## src/rtl/hex_scan_ctrl.sv

```systemverilog
`default_nettype none
// ============================================================================
//  Module      : hex_scan_ctrl
//  Description : Time-multiplexed scan controller sharing one external
//                hex-to-7-segment decoder across NUM_DIGITS common-anode
//                digits, with a valid/ready-loaded value/blank register file,
//                leading-zero suppression and an all-off gap between digits.
//  Revision    : 1.0 - initial release
// ============================================================================
module hex_scan_ctrl #(
    parameter int NUM_DIGITS   = 4,
    parameter int DWELL_CYCLES = 50000,
    parameter int GAP_CYCLES   = 16
) (
    input  logic                          clk,
    input  logic                          reset_n,
    input  logic                          wr_valid,
    output logic                          wr_ready,
    input  logic [$clog2(NUM_DIGITS)-1:0] wr_digit,
    input  logic [3:0]                    wr_value,
    input  logic                          wr_blank,
    input  logic                          lz_suppress,
    output logic [3:0]                    dec_val,
    input  logic [6:0]                    dec_seg,
    output logic [6:0]                    seg_out,
    output logic [NUM_DIGITS-1:0]         digit_en_n
);

    localparam int c_idx_w   = $clog2(NUM_DIGITS);
    localparam int c_cnt_max = (DWELL_CYCLES > GAP_CYCLES) ? DWELL_CYCLES : GAP_CYCLES;
    localparam int c_cnt_w   = (c_cnt_max > 1) ? $clog2(c_cnt_max) : 1;

    localparam logic [0:0] c_st_gap   = 1'b0;
    localparam logic [0:0] c_st_drive = 1'b1;

    logic [0:0]         r_state;
    logic [0:0]         w_state_nxt;
    logic [c_cnt_w-1:0] r_cnt;
    logic [c_cnt_w-1:0] w_cnt_nxt;
    logic [c_idx_w-1:0] r_idx;
    logic [c_idx_w-1:0] w_idx_nxt;
    logic [3:0]         r_value [NUM_DIGITS];
    logic [NUM_DIGITS-1:0] r_blank;
    logic [6:0]         r_seg;
    logic [NUM_DIGITS-1:0] w_zero_from;
    logic [NUM_DIGITS-1:0] w_en_n;
    logic               w_load;
    logic               w_suppressed;
    logic               w_wr_fire;

    // The load cycle is the last gap cycle; writes are held off so a load never tears.
    assign w_load    = (r_state == c_st_gap) && (r_cnt == c_cnt_w'(GAP_CYCLES - 1));
    assign wr_ready  = ~w_load;
    assign w_wr_fire = wr_valid & wr_ready;

    assign dec_val    = r_value[r_idx];
    assign seg_out    = r_seg;
    assign digit_en_n = w_en_n;

    // w_zero_from[i] is set when digit i and every more significant digit hold zero.
    genvar gi;
    generate
        for (gi = 0; gi < NUM_DIGITS; gi++) begin : g_zero_from
            if (gi == NUM_DIGITS - 1) begin : g_top
                assign w_zero_from[gi] = (r_value[gi] == 4'h0);
            end else begin : g_lower
                assign w_zero_from[gi] = w_zero_from[gi+1] & (r_value[gi] == 4'h0);
            end
        end
    endgenerate

    // Digit 0 is never zero-suppressed so an all-zero display still shows "0".
    assign w_suppressed = r_blank[r_idx] |
                          (lz_suppress & (r_idx != '0) & w_zero_from[r_idx]);

    // Scan state, dwell/gap counter and digit index registers.
    always_ff @(posedge clk or negedge reset_n) begin
        if (!reset_n) begin
            r_state <= c_st_gap;
            r_cnt   <= '0;
            r_idx   <= '0;
        end else begin
            r_state <= w_state_nxt;
            r_cnt   <= w_cnt_nxt;
            r_idx   <= w_idx_nxt;
        end
    end

    // Next-state logic: GAP holds all digits off, DRIVE lights digit r_idx.
    always_comb begin
        w_state_nxt = r_state;
        w_cnt_nxt   = r_cnt + c_cnt_w'(1);
        w_idx_nxt   = r_idx;
        case (r_state)
            c_st_gap: begin
                if (r_cnt == c_cnt_w'(GAP_CYCLES - 1)) begin
                    w_state_nxt = c_st_drive;
                    w_cnt_nxt   = '0;
                end
            end
            default: begin
                if (r_cnt == c_cnt_w'(DWELL_CYCLES - 1)) begin
                    w_state_nxt = c_st_gap;
                    w_cnt_nxt   = '0;
                    w_idx_nxt   = (r_idx == c_idx_w'(NUM_DIGITS - 1)) ? '0 : r_idx + c_idx_w'(1);
                end
            end
        endcase
    end

    // Active-low digit enables derived from the scan state.
    always_comb begin
        w_en_n = '1;
        if (r_state == c_st_drive) begin
            w_en_n[r_idx] = 1'b0;
        end
    end

    // Register file; indices with no matching digit complete the handshake but store nothing.
    always_ff @(posedge clk or negedge reset_n) begin
        if (!reset_n) begin
            for (int i = 0; i < NUM_DIGITS; i++) begin
                r_value[i] <= 4'h0;
            end
            r_blank <= '1;
        end else if (w_wr_fire) begin
            for (int i = 0; i < NUM_DIGITS; i++) begin
                if (wr_digit == c_idx_w'(i)) begin
                    r_value[i] <= wr_value;
                    r_blank[i] <= wr_blank;
                end
            end
        end
    end

    // Segment pattern is captured once per digit visit, on the load cycle.
    always_ff @(posedge clk or negedge reset_n) begin
        if (!reset_n) begin
            r_seg <= 7'h7F;
        end else if (w_load) begin
            r_seg <= w_suppressed ? 7'h7F : dec_seg;
        end
    end

endmodule
`default_nettype wire

```

## config.mk

```make
export PLATFORM = sky130hd
export DESIGN_NAME = hex_scan_ctrl
export DESIGN_NICKNAME = d
export VERILOG_FILES = /design/src/rtl/hex_scan_ctrl.sv
export SDC_FILE = /design/constraint.sdc
export NUM_CORES = 1
export LEC_CHECK = 0
export CAP_MARGIN = 10
export CELL_PAD_IN_SITES_DETAIL_PLACEMENT = 1
export CELL_PAD_IN_SITES_GLOBAL_PLACEMENT = 1
export CORE_ASPECT_RATIO = 1.2
export CORE_UTILIZATION = 35
export CTS_CLUSTER_DIAMETER = 200
export DETAILED_ROUTE_END_ITERATION = 6
export PLACE_DENSITY_LB_ADDON = 0.1
export SLEW_MARGIN = 20
export SYNTH_ARGS = -nofsm -noshare
export SYNTH_HDL_FRONTEND = slang
export SYNTH_SLANG_ARGS = --single-unit
export TNS_END_PERCENT = 100
```

## constraint.sdc

```tcl
create_clock -name clk -period 2.6 [get_ports clk]
set_input_delay 0.78 -clock clk [delete_from_list [all_inputs] [get_ports clk]]
set_output_delay 0.78 -clock clk [all_outputs]
set_load 0.05 [all_outputs]
```

==> results, run 1 <==
- The global-route wire length before repair is 9432 um.
- The number of vias in the routed layout is roughly 1700.
- The post-route fraction of the period consumed by the critical path is 0.9336.
- The port buffer count is 33.
- Summed over all failing endpoints, the final setup total negative slack is 0 ns.
- The post-route worst setup slack is 0.1727 ns.
- The max-slew violation count is 0.
- After filler insertion, the fill cell instance count of the layout stands at 669.
- In this run the cell area of the synthesized design comes to 0.002278 mm^2.
- Of the total synthesized cell area, the portion taken by full adders, half adders and majority gates is 0.02746.
- After synthesis, the largest family of logic cells by area is simple AND/OR/NAND/NOR gates.
- The largest vdd supply drop is about 280 uV.
- The repair_antennas step left the layout with diodes totalling 0.
- Compared with the post-synthesis result, the final layout area differs by 23.23%.
- The Yosys step of the flow raised 0 warnings.
- The global-route usage over all layers is 0.1855.
- The die width is 75.66 um.
- The standard cell area after detailed placement is 0.002713 mm^2.
- The number of buffer and inverter stages on the critical path is 1.
- The share of the Yosys chip area taken by registers is 0.5113.
- The library cell used most frequently in the layout, excluding fill and tap cells, is sky130_fd_sc_hd__dfrtp_1.
- The die height is about 90 um.
- The remaining antenna violation count is 0.
- At the pin with the least slew margin, the transition time is 0.7934 ns.
- The clock buffer count from CTS is 5.
- The final design instance area without fill is 0.002808 mm^2.
- The highest-delay cell along the critical path is sky130_fd_sc_hd__clkdlybuf4s50_1.
- For this configuration, the core starts out at a cell density of 0.3694.
- The area of the die is 0.006838 mm^2.
- The number of setup violations in the final report is 0.
- In this run the tightest slew margin relative to its limit is 0.4686.
- The remaining design rule violation count is 0.
- The number of cells in the finished layout apart from fillers is 315.
- The category of the most critical setup path is flop to output pin.
- The biggest fanout along the worst timing path is 2.
- Of the total synthesized cell area, the portion taken by XOR and XNOR cells is 0.04613.
- The peak clock frequency supported by timing is a little over 0.4 GHz.
- Entering global routing, the biggest net connects 25 pins.
- Among all flip-flop cells after synthesis, the most frequent one is sky130_fd_sc_hd__dfrtp_1.
- The half-perimeter wire length of the detailed placement result is 4424 um.
- For this run, asynchronously set or reset flops after synthesis account for 1.000.
- Leaving out fill and tap cells, the most frequent cells in the layout are sky130_fd_sc_hd__dfrtp_1 (34), sky130_fd_sc_hd__clkdlybuf4s50_1 (23), sky130_fd_sc_hd__mux2_2 (21), sky130_fd_sc_hd__a21oi_1 (16), sky130_fd_sc_hd__nor2_1 (13).
- Measured against the total synthesized area, the mux share comes to 0.1532.
- The final period demand of the worst path is 2.427 ns.
- The count of different cell masters after synthesis is 36.
- The category of the worst setup path capture point is an output pin.
- The longest clock path from root to sink contains 2 buffers.
- The clock tree from TritonCTS is yes.
- The floorplan step defined a core boundary enclosing approximately 0.006 mm^2.
- The post-layout utilization of the core is 0.4553.
- The total number of clock tree sinks is 46.
- The final estimated routing congestion in global placement is 0.7979.
- The setup check on the worst reg-to-reg path leaves a slack of around 0.40 ns.
- After clock tree synthesis, the clock-pin slew on the worst setup and hold paths is 0.10 ns.
- Grouping stages by cell kind, the critical path spends the most delay in buffers and inverters.
- The initial antenna violation count was 0.
- The number of synthesized flops with an enable pin is 0.
- The critical path goes through clkdlybuf4s50_1.
- The synthesized area per cell is 11.68 um^2.
- The number of hold violations in the final report is 0.
- The via count of the first global-routing pass came to 1874.
- The insertion delay of the later-clocked pin in the worst-skew pair is approximately 0.31 ns.
- The cell sitting at the root of the clock tree is a sky130_fd_sc_hd__clkbuf_8.
- Timing analysis after detailed placement gives a worst setup slack of 0.2449 ns.
- The total design power is ~1.6 mW.
- The H-tree level count is 2.
- At the end of the flow, the number of nets in the layout was ~260.
- The number of top-level design ports is 34.
- Of the total synthesized cell area, the portion taken by AND, OR, NAND and NOR gates is 0.1625.
- After clock tree synthesis, the flow added hold-fix buffers numbering 0.
- In the final layout, the multi-input gates occupy 0.001064 mm^2.
- Counting every net in the synthesized netlist gives 218.
- The tool flagged a number of max-cap violations equal to 0.
- For the worst flop-to-flop path, the logic depth is 6.
- Using the TritonRoute via totals, the vias-per-cell ratio works out to 5.349.
- Synthesis produced 195 cells.
- In this run, the number of DRC markers left after iteration 0 of detailed routing was 35.
- The data arrival at the endpoint of the critical path is 1.65 ns.
- The worst hold margin is around 0.45 ns.
- The final global-route overflow total is 0.
- The count of placed standard cells including taps is around 310.
- The final worst clock skew is roughly 0.014 ns.
- The post-synthesis register bit count is 46.
- The first detailed-routing pass ran for 4 iterations.
- The fraction of the mapped netlist area in compound gates was 0.07743.
- The wire length reported by the detailed router is between 5000 and 6000 um.
- The worst hold path class is input port to async pin.
- The number of setup buffers added after CTS is 0.
- For this run, the slowest stage of the critical path takes 0.80 ns.
- The flow ran to the end, and the final reports show no timing, DRC or antenna violations.
- Setup repair after global routing left no endpoint under its margin.
- For this design the ratio of total power to cell area is roughly 580 mW/mm^2.
- The end of the worst register-to-register path is seg_out[1]$_DFFE_PN1P_.
- In the final layout, the share of cells above drive strength 1 is 0.2876.
- The worst register-to-register path begins at r_idx[1]$_DFFE_PN0P_.
- The endpoint required time on the critical path is 1.82 ns.
- The static leakage power is 1.145 nW.
- Dividing the detail-routed wire length by the instance count gives 18.17 um.
- STA classifies the critical path startpoint as a flop.
- After floorplanning, the core was divided into 31 placement rows.
- The sequential cells in the finished layout cover a total of 0.001166 mm^2.
[worst max path at each step]
stage                                 startpoint                     end  slack [ns]  cells after the start
after CTS                   r_idx[0]$_DFFE_PN0P_              dec_val[0]        0.05                      2
final                     seg_out[6]$_DFFE_PN1P_              seg_out[6]        0.17                      1
after global routing          r_cnt[0]$_DFF_PN0_                wr_ready         0.1                      6
after global placement               lz_suppress  seg_out[2]$_DFFE_PN1P_        0.40                      5
after detailed placement             lz_suppress  seg_out[1]$_DFFE_PN1P_        0.24                      5
after floorplan               r_cnt[0]$_DFF_PN0_                wr_ready        0.32                      7
[synth_stat cells, types with 2 or more instances]
library cell,instances,share of area
sky130_fd_sc_hd__dfrtp_1,35,0.38
sky130_fd_sc_hd__mux2_2,21,0.10
sky130_fd_sc_hd__a21oi_1,16,0.035
sky130_fd_sc_hd__nor2_1,13,0.021
sky130_fd_sc_hd__nand2_1,12,0.020
sky130_fd_sc_hd__dfstp_2,11,0.13
sky130_fd_sc_hd__nor3_1,9,0.020
sky130_fd_sc_hd__and3_1,7,0.019
sky130_fd_sc_hd__nand4_1,6,0.016
sky130_fd_sc_hd__xnor2_1,6,0.023
sky130_fd_sc_hd__xor2_1,6,0.023
sky130_fd_sc_hd__ha_1,5,0.027
sky130_fd_sc_hd__mux4_2,5,0.049
sky130_fd_sc_hd__buf_2,4,0.0088
sky130_fd_sc_hd__nand3_1,4,0.0088
sky130_fd_sc_hd__o21ai_0,4,0.0088
sky130_fd_sc_hd__o21ai_2,4,0.015
sky130_fd_sc_hd__inv_1,3,0.0049
sky130_fd_sc_hd__and2_1,2,0.0055
sky130_fd_sc_hd__clkbuf_1,2,0.0033
sky130_fd_sc_hd__nor2b_1,2,0.0055
sky130_fd_sc_hd__nor4_1,2,0.0055
sky130_fd_sc_hd__or3_1,2,0.0055
sky130_fd_sc_hd__or4_1,2,0.0066
[where the power goes]
group / internal, mW / switching [mW] / leakage, nW
combinational: 0.139 / 0.167 / 0.545
clock: 0.194 / 0.263 / 0.0447
sequential: 0.805 / 0.0543 / 0.555
[flip-flops by register name, summed over array words and instances (netlist names)]
name     count
seg_out      7
r_value     16
r_blank      4
r_idx        2
r_state      1
r_cnt       16
[what timing repair did]
action | 4_1_cts | 5_1_grt
hold endpoints to repair | 0 | 0
resized for setup | 0 | 1
setup endpoints to repair | 0 | 5
[cells by family (layout without fill, tap and decap cells)]
kind of cell / after synthesis / count (layout)
flops: 46 / 46
compound gates: 29 / 29
buf+inv: 10 / 48
xor+xnor: 12 / 12
mux: 26 / 26
simple gates: 67 / 67
fa+ha+maj: 5 / 5
[area by class of cell]
cell class,count,share of cell area
clock buffer,5,0.02451
tap,82,0.03654
inverter,3,0.004011
sequential,46,0.4153
timing repair buffer,37,0.1319
multi-input combinational,139,0.3788
clock inverter,3,0.008913
[routing by layer]
metal | share of wire | GRT usage | vias up
met1 | 0.40 | 0.2066 | 872
met5 | 0 | 0 | -
li1 | - | - | 780
met3 | 0.024 | 0.03348 | 8
met2 | 0.57 | 0.3423 | 25
met4 | 0.012 | 0.05864 | 0
(Power assumes the default switching activity.)
==> run 2, diff against run 1 <==
--- a/config.mk
+++ b/config.mk
@@ -17,4 +17,4 @@
 export SYNTH_ARGS = -nofsm -noshare
 export SYNTH_HDL_FRONTEND = slang
 export SYNTH_SLANG_ARGS = --single-unit
-export TNS_END_PERCENT = 100
+export TNS_END_PERCENT = 30
==> results of run 2 <==
The final DEF is identical to that of run 1; final timing and power are the same.
